[src/rtl/vec_pipe_stage.sv]
// Valid/ready pipeline register with a 2-entry skid buffer, synchronous flush,
// bubble gating of the write/read enables and optional negedge output retiming.
module vec_pipe_stage #(
  parameter int PC_W    = 16,
  parameter int ADDR_W  = 15,
  parameter int DATA_W  = 23,
  parameter int KEY_W   = 2,
  parameter int LANE_W  = 5,
  parameter bit NEG_OUT = 1'b0
) (
  input  logic              clk,
  input  logic              rst_n,
  input  logic              in_valid,
  output logic              in_ready,
  input  logic              flush,
  input  logic [PC_W-1:0]   pc_in,
  input  logic [ADDR_W-1:0] dir_mem_in,
  input  logic [DATA_W-1:0] dato_vectA_in,
  input  logic              escritura_regV_in,
  input  logic              lectura_dmem_in,
  input  logic              escritura_dmem_in,
  input  logic              select_wb_in,
  input  logic [KEY_W-1:0]  mux_key_in,
  input  logic [LANE_W-1:0] lane_in,
  output logic              out_valid,
  input  logic              out_ready,
  output logic [PC_W-1:0]   pc_out,
  output logic [ADDR_W-1:0] dir_mem_out,
  output logic [DATA_W-1:0] dato_vectA_out,
  output logic              escritura_regV_out,
  output logic              lectura_dmem_out,
  output logic              escritura_dmem_out,
  output logic              select_wb_out,
  output logic [KEY_W-1:0]  mux_key_out,
  output logic [LANE_W-1:0] lane_out,
  output logic [1:0]        occupancy
);
  localparam int BW = PC_W + ADDR_W + DATA_W + 4 + KEY_W + LANE_W;

  logic [BW-1:0] w_in, r_m, r_s, w_o;
  logic          r_m_valid, r_s_valid, w_o_valid;
  logic          w_accept, w_m_load;
  logic          w_regv, w_rd, w_wr;

  assign w_in = {pc_in, dir_mem_in, dato_vectA_in, escritura_regV_in,
                 lectura_dmem_in, escritura_dmem_in, select_wb_in, mux_key_in, lane_in};

  // in_ready depends only on registered state, never on out_ready
  assign in_ready  = !r_s_valid;
  assign w_accept  = in_valid && !r_s_valid;
  assign w_m_load  = !r_m_valid || out_ready;
  assign occupancy = {1'b0, r_m_valid} + {1'b0, r_s_valid};

  always_ff @(posedge clk or negedge rst_n) begin
    if (!rst_n) begin
      r_m       <= '0;
      r_s       <= '0;
      r_m_valid <= 1'b0;
      r_s_valid <= 1'b0;
    end else if (flush) begin
      r_m_valid <= 1'b0;
      r_s_valid <= 1'b0;
    end else if (w_m_load) begin
      // skid entry always drains ahead of new input to keep arrival order
      if (r_s_valid) begin
        r_m       <= r_s;
        r_m_valid <= 1'b1;
        r_s_valid <= 1'b0;
      end else if (w_accept) begin
        r_m       <= w_in;
        r_m_valid <= 1'b1;
      end else begin
        r_m_valid <= 1'b0;
      end
    end else if (w_accept) begin
      r_s       <= w_in;
      r_s_valid <= 1'b1;
    end
  end

  generate
    if (NEG_OUT) begin : g_neg
      logic [BW-1:0] r_o;
      logic          r_o_valid;
      always_ff @(negedge clk or negedge rst_n) begin
        if (!rst_n) begin
          r_o       <= '0;
          r_o_valid <= 1'b0;
        end else begin
          r_o       <= r_m;
          r_o_valid <= r_m_valid;
        end
      end
      assign w_o       = r_o;
      assign w_o_valid = r_o_valid;
    end else begin : g_pos
      assign w_o       = r_m;
      assign w_o_valid = r_m_valid;
    end
  endgenerate

  assign {pc_out, dir_mem_out, dato_vectA_out, w_regv, w_rd, w_wr,
          select_wb_out, mux_key_out, lane_out} = w_o;

  assign out_valid          = w_o_valid;
  assign escritura_regV_out = w_regv && w_o_valid;
  assign lectura_dmem_out   = w_rd   && w_o_valid;
  assign escritura_dmem_out = w_wr   && w_o_valid;
endmodule

[config.mk]
export PLATFORM = sky130hd
export DESIGN_NAME = vec_pipe_stage
export DESIGN_NICKNAME = d
export VERILOG_FILES = /design/src/rtl/vec_pipe_stage.sv
export SDC_FILE = /design/constraint.sdc
export NUM_CORES = 1
export LEC_CHECK = 0
export ABC_AREA = 1
export ABC_CLOCK_PERIOD_IN_PS = 2600
export CAP_MARGIN = 10
export CORE_MARGIN = 1
export CORE_UTILIZATION = 55
export DETAILED_ROUTE_END_ITERATION = 6
export GPL_ROUTABILITY_DRIVEN = 0
export PLACE_DENSITY = 0.85
export REMOVE_ABC_BUFFERS = 1
export SYNTH_ARGS = -nofsm -noshare
export SYNTH_HDL_FRONTEND = slang
export SYNTH_SLANG_ARGS = --single-unit
[constraint.sdc]
create_clock -name clk -period 2.6 [get_ports clk]
set_input_delay 0.26 -clock clk [delete_from_list [all_inputs] [get_ports clk]]
set_output_delay 0.26 -clock clk [all_outputs]
set_load 0.02 [all_outputs]
# Word level (Yosys, flattened, before mapping)
# Index checks and enable logic that the tools add are counted.
# word_totals
output_inout_bits	69
ff_bits	132
word_cells	28
# classes
add_sub_neg	1
n_bitwise	2
n_reduce_logical	12
muxes	9
# op_table
cell	n
$mux 65	2
$mux 1	7
$reduce_and 3->1	2
$logic_and 1x1->1	4
$reduce_bool 2->1	2
$reduce_bool 3->1	1
$add 1x1->2	1
$logic_not 1->1	2
$not 1->1	2
$logic_or 1x1->1	1

# Depth between registers and ports, before layout
# Gate-level depths: netlist of run 1.
# logic_depth
ltp_word	6
mapped_depth	7
ltp_nobuf	5

# Worst setup path before layout of run 1
# Ideal clock, no wire load.
# synth_path
path_type	flip-flop to flip-flop
startpoint	reg r_m_valid (netlist: out_valid)
endpoint	reg r_m[7]
t_required_ns	2.482
arrival_time_ns	1.158
path_slack_ns	1.324
path_stages_with_launch	7
cell_sequence	dfrtp_1 > nand2_2 > nand3_1 > buf_4 > buf_2 > nand2_1 > nand2_1
# synth_via
elab_chain_cells	3
# synth_rtl
item	line	rtl
start: declaration	41	logic r_m_valid, r_s_valid, w_o_valid;
start signal: assignment	58	r_m_valid <= 1'b0;
start signal: assignment	61	r_m_valid <= 1'b0;
start signal: assignment	67	r_m_valid <= 1'b1;
$logic_not 1->1	51	assign w_m_load = !r_m_valid || out_ready;
$logic_or 1x1->1	51	
$reduce_and 3->1 (no source line)	n/a	
end signal: assignment	66	r_m <= r_s;
end signal: assignment	70	r_m <= w_in;
end: declaration	40	logic [BW-1:0] w_in, r_m, r_s, w_o;
# Every way passes these cells.
# A chain may end at the register's enable or synchronous reset.

# Final worst setup path of run 1
# layout_path
startpoint	reg r_s_valid
endpoint	out in_ready
# layout_via
elab_chain_cells	1
# layout_rtl
item	line	rtl
start: declaration	41	
start signal: assignment	59	r_s_valid <= 1'b0;
start signal: assignment	62	r_s_valid <= 1'b0;
start signal: assignment	68	r_s_valid <= 1'b0;
$logic_not 1->1	49	assign in_ready = !r_s_valid;
end: declaration	14	output logic in_ready,
# Every way passes these cells.

==> results.yml, run 1 <==
floorplanning:
  dieArea_um2: 12300
  chipHeight_um: 111
  ioPinCount: 139
  die_w_um: 111
  core_um2: 11500
  num_rows: 39
  start_util: 0.568
routing:
  vias: 5674
  vias_per_cell: 5.32
  ant_nets: 0
  routedWlPerCell_um: 14.7
  drc: 0
  drtPass1Iterations: 5
  totalWireLength_mm: 15.7
  drtIter0Drc: 371
timing:
  period_share: 0.938
  skew_ns: 0.0101
  hold_violations: 0
  report.final.slew_viol_count: 0
  setup_viol: 0
  rsz0062_at_grt: "false"
  timing.fmax_ghz: 0.410
  fin_setup_tns_ns: 0
  period_minus_slack_ns: 2.44
  slew_headroom: 0.583
  tightest_slew_ns: 0.625
synthesis:
  seq_area_frac_synth: 0.507
  synth-async-reset-ratio: 1.00
  synth_area_leaders: "dfrtp_1 51%, nand2_1 26%, nand3_1 10%, buf_4 7.8%, buf_2 3.2%"
  ys.warnings.count: 0
  avgSynthCellArea_um2: 7.60
  ys.flop_type: "dfrtp_1"
  yosysMostFrequentCell: "nand2_1"
  synth_cell_types: 15
  syn_inst: 857
  yosysTopAreaCellShare: 0.507
  synth_edf_count: 0
  netlist_area_um2: 6510
  yosys-top-cells-count: "459 x nand2_1, 132 x dfrtp_1, 132 x nand3_1"
  synth_area_leader_cell: "dfrtp_1"
  ys_ff_latch: 132
global_routing:
  grt_pass1_wl_mm: 26.4
  grt_remaining_overflow: 0
  grt_usage: 0.266
  antenna_found_initial: 0
  grt_start_max_net_pins: 68
  grt_pass1_vias: 5387
critical_path:
  crit_type: "reg2out"
  reg2reg_depth: 4
  worstPathRequired_ns: 2.34
  path_depth: 3
  crit_arrival_ns: 2.18
  slowest_delay_ns: 0.67
  path_buf_inv: 3
  crit_chain: "inv_2, buf_4, clkdlybuf4s50_1"
  critPathMaxFanout: 29
  start_kind: "flop"
  rrSetupSlack_ns: 0.47
  crit_path_end: "in_ready"
  cp_top_family: "buffers and inverters"
  rr_endpoint: "r_s[37]"
  slowest_stage: "clkdlybuf4s50_1"
  crit_start: "r_s_valid"
  rr_startpoint: "r_s_valid"
  endpoint_kind: "output port"
clocking:
  clk_pin_slew_ns: 0.06
  cts.repair.resized: 0
  cts_buffers: 17
  holdBufCountCts: 1
  cts_root_buf: "clkbuf_16"
  clockBufferDepth: 2
  tritoncts: "done"
  cts_setup_buffers: 0
  ctsHtreeMaxLevel: 4
  clk_latency_ns: 0.40
  cts.sinks: 132
pwr:
  power_density_nw_per_um2: 791
  leakagePower_nw: 4.29
  ir_worst_vdd_mv: 0.421
placement:
  io_buffers: 138
  dpl_cell_area_um2: 7510
  dp.final_hpwl_mm: 9.34
cells_and_area:
  fillers: 898
  areaGrowthSynthToFinish_pct: 25.0
  final_cell_area_um2: 8140
  fin_util: 0.710
  drive_above_1_share: 0.0574
  diodes: 0
  nets: 982
hold_path:
  min_path_type: "in2async"
outcome:
  run_status: "finished clean"
flow_run:
  drv_cap: 0
## per-stage QoR
stage	worst slack, ns	cells	hold WS [ns]	total power [mW]
2_1_floorplan	-2.98	740	-0.0356	3.28
3_3_place_gp	0.525	1034	0.299	3.90
3_5_place_dp	0.494	1034	0.309	3.94
4_1_cts	0.149	1066	0.445	6.47
5_1_grt	0.0915	1066	0.463	6.74
6_report	0.162	1066	0.440	6.44
## worst register-to-register path: stages (launching register included)
cell,delay (ns)
dfrtp_2,0.63
nor2_4,0.56
buf_4,0.55
nand3_1,0.20
nand2_1,0.12
## where the power goes
| group | total (mW) | internal (mW) | switching (mW) |
|---|---|---|---|
| registers | 2.67 | 2.45 | 0.227 |
| clock network | 2.51 | 1.63 | 0.885 |
| logic | 1.25 | 0.568 | 0.683 |
| total | 6.44 | 4.64 | 1.79 |
## kinds of logic after synthesis
group / after synthesis / share of synthesized area
flops: 132 / 0.507
buf+inv: 125 / 0.119
compound gates: 1 / 0.000768
fa+ha+maj: 1 / 0.00192
simple gates: 598 / 0.371
## worst min path at each step
| stage | slack, ns | from | endpoint |
|---|---|---|---|
| after detailed placement | 0.31 | rst_n | r_m[47] |
| after global routing | 0.46 | dato_vectA_in[9] | r_s[20] |
| after floorplan | -0.04 | rst_n | out_valid |
| final | 0.44 | rst_n | r_m[20] |
| after CTS | 0.45 | dato_vectA_in[9] | r_s[20] |
| after global placement | 0.30 | rst_n | r_m[47] |
## flip-flops by register name, indices dropped and copies added (netlist names)
signal,flops
r_s,65
r_m,65
out_valid,1
r_s_valid,1
## routing by layer
| layer | GRT usage | vias up | share of wire | wire [um] |
|---|---|---|---|---|
| li1 | - | 2711 | - | - |
| met1 | 0.357 | 2712 | 0.43 | 6680 |
| met2 | 0.429 | 222 | 0.50 | 7760 |
| met3 | 0.0465 | 29 | 0.056 | 875 |
| met4 | 0.111 | 0 | 0.022 | 340 |
| met5 | 0 | - | 0 | 0 |
## cell usage in the layout, fill, tap and decap left out, drive strengths merged, types with 2 or more instances in the layout
master         count
dfrtp            132
buf               14
nand2            460
clkdlybuf4s50    137
inv                9
nand3            132
clkbuf            19
bufinv             4
clkinv             5
clkinvlp           2
nor2               5
## layout make-up
class | instances | area, um2 | area share
timing repair buffer | 152 | 1540 | 0.189
multi-input combinational | 600 | 2460 | 0.303
sequential | 132 | 3300 | 0.406
inverter | 8 | 30.0 | 0.00369
tap | 143 | 179 | 0.0220
clock buffer | 19 | 443 | 0.0544
clock inverter | 12 | 180 | 0.0221
No activity file was read; power rests on OpenSTA's default activity.
==> run 2, diff against run 1 <==
GPL_ROUTABILITY_DRIVEN = not set   (was 0)
SKIP_CTS_REPAIR_TIMING = 1   (was not set)
==> run 2 against run 1 <==
Effect of this change: worst hold slack lost 0.0071 ns; utilization did not move; global-route usage hardly changed; fmax about the same; sequential share of layout area unchanged; power about the same; non-clock buffer count did not move.
==> results.yml, run 2 (synthesis results as in run 1) <==
timing:
  setup_viol: 0
  period_share: 0.938
  period_minus_slack_ns: 2.44
  tightest_slew_ns: 0.625
  rsz0062_at_grt: "false"
  slew_headroom: 0.583
  hold_violations: 0
  timing.fmax_ghz: 0.410
  report.final.slew_viol_count: 0
  skew_ns: 0.0102
routing:
  ant_nets: 0
  drtPass1Iterations: 5
  drc: 0
  totalWireLength_mm: 15.7
  vias_per_cell: 5.31
  vias: 5660
  drtIter0Drc: 371
  routedWlPerCell_um: 14.7
placement:
  dp.final_hpwl_mm: 9.34
  place_congestion: 0.798
  dpl_cell_area_um2: 7510
  io_buffers: 138
global_routing:
  grt_use_met2: 0.427
  grt_usage: 0.266
  grt_remaining_overflow: 0
  gr-usage-met1: 0.356
  grt_start_max_net_pins: 68
  busiest_layer: "met2"
  grt_use_met3: 0.0470
  grt_pass1_wl_mm: 26.3
  antenna_found_initial: 0
  grt_pass1_vias: 5372
floorplanning:
  num_rows: 39
  ioPinCount: 139
  die_w_um: 111
  chipHeight_um: 111
  start_util: 0.568
  core_um2: 11500
  dieArea_um2: 12300
cells_and_area:
  diodes: 0
  nets: 982
  final_cell_area_um2: 8140
  layout_common_cells: "459 x nand2_1, 137 x clkdlybuf4s50_1, 131 x dfrtp_1"
  drive_above_1_share: 0.0574
  areaGrowthSynthToFinish_pct: 25.0
  fin_util: 0.710
  reg_top3: "r_m x65, r_s x65"
  final_common_cell: "nand2_1"
critical_path:
  rr_startpoint: "r_s_valid"
  crit_arrival_ns: 2.18
  start_kind: "flop"
  worstPathRequired_ns: 2.34
  endpoint_kind: "output port"
  rrSetupSlack_ns: 0.46
  critPathMaxFanout: 29
  rr_endpoint: "r_s[37]"
  reg2reg_depth: 4
  crit_type: "reg2out"
pwr:
  power_density_nw_per_um2: 791
  leakagePower_nw: 4.29
  ir_worst_vdd_mv: 0.421
  power.total_mw: 6.44
clocking:
  cts_root_buf: "clkbuf_16"
  ctsHtreeMaxLevel: 4
  clk_latency_ns: 0.40
  tritoncts: "done"
  clockBufferDepth: 2
  cts.sinks: 132
  clk_pin_slew_ns: 0.06
  cts_buffers: 17
flow_run:
  drv_cap: 0
hold_path:
  min_path_type: "in2async"
outcome:
  run_status: "finished clean"
-- run 2: cell counts in the layout (fill, tap and decap cells not counted) --
No cell type changed its count.
-- run 2: stage by stage --
stage	hold WS [ns]	setup TNS, ns	setup slack (ns)	std cells
4_1_cts	-0.122	0	0.149	1065
2_1_floorplan	-0.0356	-271.21	-2.98	740
3_3_place_gp	0.299	0	0.525	1034
6_report	0.433	0	0.162	1066
5_1_grt	0.463	0	0.0915	1066
3_5_place_dp	0.309	0	0.494	1034
-- run 2: cell type report --
class                   instances  area [um2]
clock inverters                12         180
multi-input cells             600        2460
inverters                       8        30.0
flip-flops and latches        132        3300
fillers                       898        3330
clock buffers                  19         443
well taps                     143         179
repair buffers                152        1540
-- run 2: power by group --
group | internal [mW] | switching (mW) | total [mW]
sequential | 2.45 | 0.227 | 2.67
combinational | 0.568 | 0.683 | 1.25
clock | 1.63 | 0.885 | 2.51
-- run 2: layer usage --
| layer | wire length [um] | share of wire |
|---|---|---|
| met4 | 340 | 0.022 |
| met3 | 840 | 0.054 |
| met1 | 6730 | 0.43 |
| met2 | 7760 | 0.50 |
| met5 | 0 | 0 |
-- run 2: how the worst max path moves through the flow --
stage / from / end / slack, ns / depth (start not counted)
final: r_s_valid / in_ready / 0.16 / 3
after global placement: flush / r_m[31] / 0.52 / 6
after global routing: r_s_valid / in_ready / 0.09 / 3
after CTS: r_s_valid / in_ready / 0.15 / 3
after floorplan: r_s_valid / r_s[0] / -2.98 / 4
after detailed placement: in_valid / r_s[6] / 0.49 / 6
-- run 2: worst max-delay path, cell delays in order (launching register included) --
cell             delay [ns]
dfrtp_2                0.63
inv_2                  0.14
buf_4                  0.33
clkdlybuf4s50_1        0.67
==> run 3, diff against run 2 <==
CTS_CLUSTER_DIAMETER = 150   (was not set)
==> results of run 3 <==
No change in the layout: final DEF, timing and power equal those of run 2.
==> variant (settings of run 2) <==
Set the parameter `ADDR_W` to 14 (it was 15).
--- a/src/rtl/vec_pipe_stage.sv
+++ b/src/rtl/vec_pipe_stage.sv
@@ -2,7 +2,7 @@
 // bubble gating of the write/read enables and optional negedge output retiming.
 module vec_pipe_stage #(
   parameter int PC_W    = 16,
-  parameter int ADDR_W  = 15,
+  parameter int ADDR_W  = 14,
   parameter int DATA_W  = 23,
   parameter int KEY_W   = 2,
   parameter int LANE_W  = 5,
Interface: changed (resized dir_mem_in and dir_mem_out); port bits go from 139 to 137. No check against the original RTL was run, so the function may have changed too.
==> variant against run 2 <==
  * Fmax rose by 6.3%
  * Register-to-register slack better by 0.15 ns
  * Area after synthesis fell by 1.7%
  * Highest routed layer unchanged
  * Setup slack improved by 0.14 ns
  * Routed wire length fell by 4.1%
  * Design area down 1.8%
  * Sequential cell count decreased by 2
  * Global-route usage shrank 0.066 points
  * Critical endpoint is now occupancy[0]
  * Largest cell class unchanged
  * Total power decreased by 3.5%
  * Critical path type unchanged
==> variant: results (changes against run 2) <==
CP arrival 2.03 ns (-0.15 ns); wirelength, routed 15000 µm (-4.1%); status finished clean; GRT met1 Usage 0.359 (+0.00261); delay contributed by the slowest stage of the critical path 0.75 ns (+0.08 ns); area of all sequential standard cells 3250 µm² (-1.5%); Via Count 5543 (-2.1%); Sw Share 0.273 (-0.00552); routed metal-1 wire length 6460 µm (-4.0%); most area-consuming cells after synthesis dfrtp_1 (51%), nand2_1 (27%), nand3_1 (10%); GRT Overall Usage 0.265 (-0.000664); met2 routed WL 7160 µm (-7.7%); met2 routing resource usage after global routing 0.408 (-0.0193); input/output buffers 136 (-1.4%); post-place instance area 7400 µm² (-1.4%); global placer's final weighted congestion 0.771 (-3.4%); Slowest-stage cell, CP dfrtp_2; Place WS 0.352 ns (-0.142 ns); setup clock skew after layout 0.00774 ns (-0.00250 ns); switching power summed over all nets 1.70 mW (-5.4%); minimum hold slack 0.420 ns (-0.0134 ns); length of routed met3 wiring 1200 µm (+43%); sequential share of the synthesized area 0.508 (+0.00110); hpwl dp 8930 µm (-4.4%); maximum fanout encountered on the critical timing path 30 (+3.4%); highest ir drop seen on vdd 0.414 mV (-1.5%); RR Endpoint r_m[22]; final-layout fill cell count 885 (-1.4%); Post-Syn Instances 841 (-1.9%); number of global-route vias before repair 5168 (-3.8%); initial DRC count 488 (+32%); layout cell share with drive strength beyond 1 0.0562 (-0.00125); most instantiated cells after synthesis nand2_1 (453), dfrtp_1 (130), nand3_1 (128), buf_4 (60), buf_2 (43); average detailed-routed wire length per instance 14.3 µm (-2.8%); Pleak 4.23 nW (-1.4%); setup slack on the worst flop-to-flop path 0.61 ns (+0.15 ns); GR Layer Usage met3 0.0688 (+0.0217); worst setup path endpoint occupancy[0]; transition at the pin with the smallest max-transition slack 0.874 ns (+0.249 ns)
## variant: cell count changes after synthesis, sizes merged
cell	before	now
buf	112	106
clkbuf	5	6
dfrtp	132	130
nand2	460	453
nand3	132	130
## variant: kinds of logic (layout without fill, tap and decap cells)
| logic type | after synthesis | in the layout | synth area share |
|---|---|---|---|
| AOI/OAI and AO/OA | 1 | 1 | 0.000781 |
| adders and majority gates | 1 | 1 | 0.00195 |
| buffers and inverters | 120 | 187 | 0.114 |
| DFF | 130 | 130 | 0.508 |
| and+or+nand+nor | 589 | 589 | 0.375 |
## variant: final cells by class
type | count | share of cell area
clock inverter | 5 | 0.00939
sequential | 130 | 0.407
timing repair buffer | 150 | 0.190
clock buffer | 24 | 0.0640
inverter | 8 | 0.00375
multi-input combinational | 591 | 0.304
tap | 143 | 0.0224
## variant: worst max-delay path: cells and delay by family (launching register included)
kind | cells | cell delay [ns]
adders and majority gates | 1 | 0.34
buffers and inverters | 1 | 0.54
DFF | 1 | 0.75
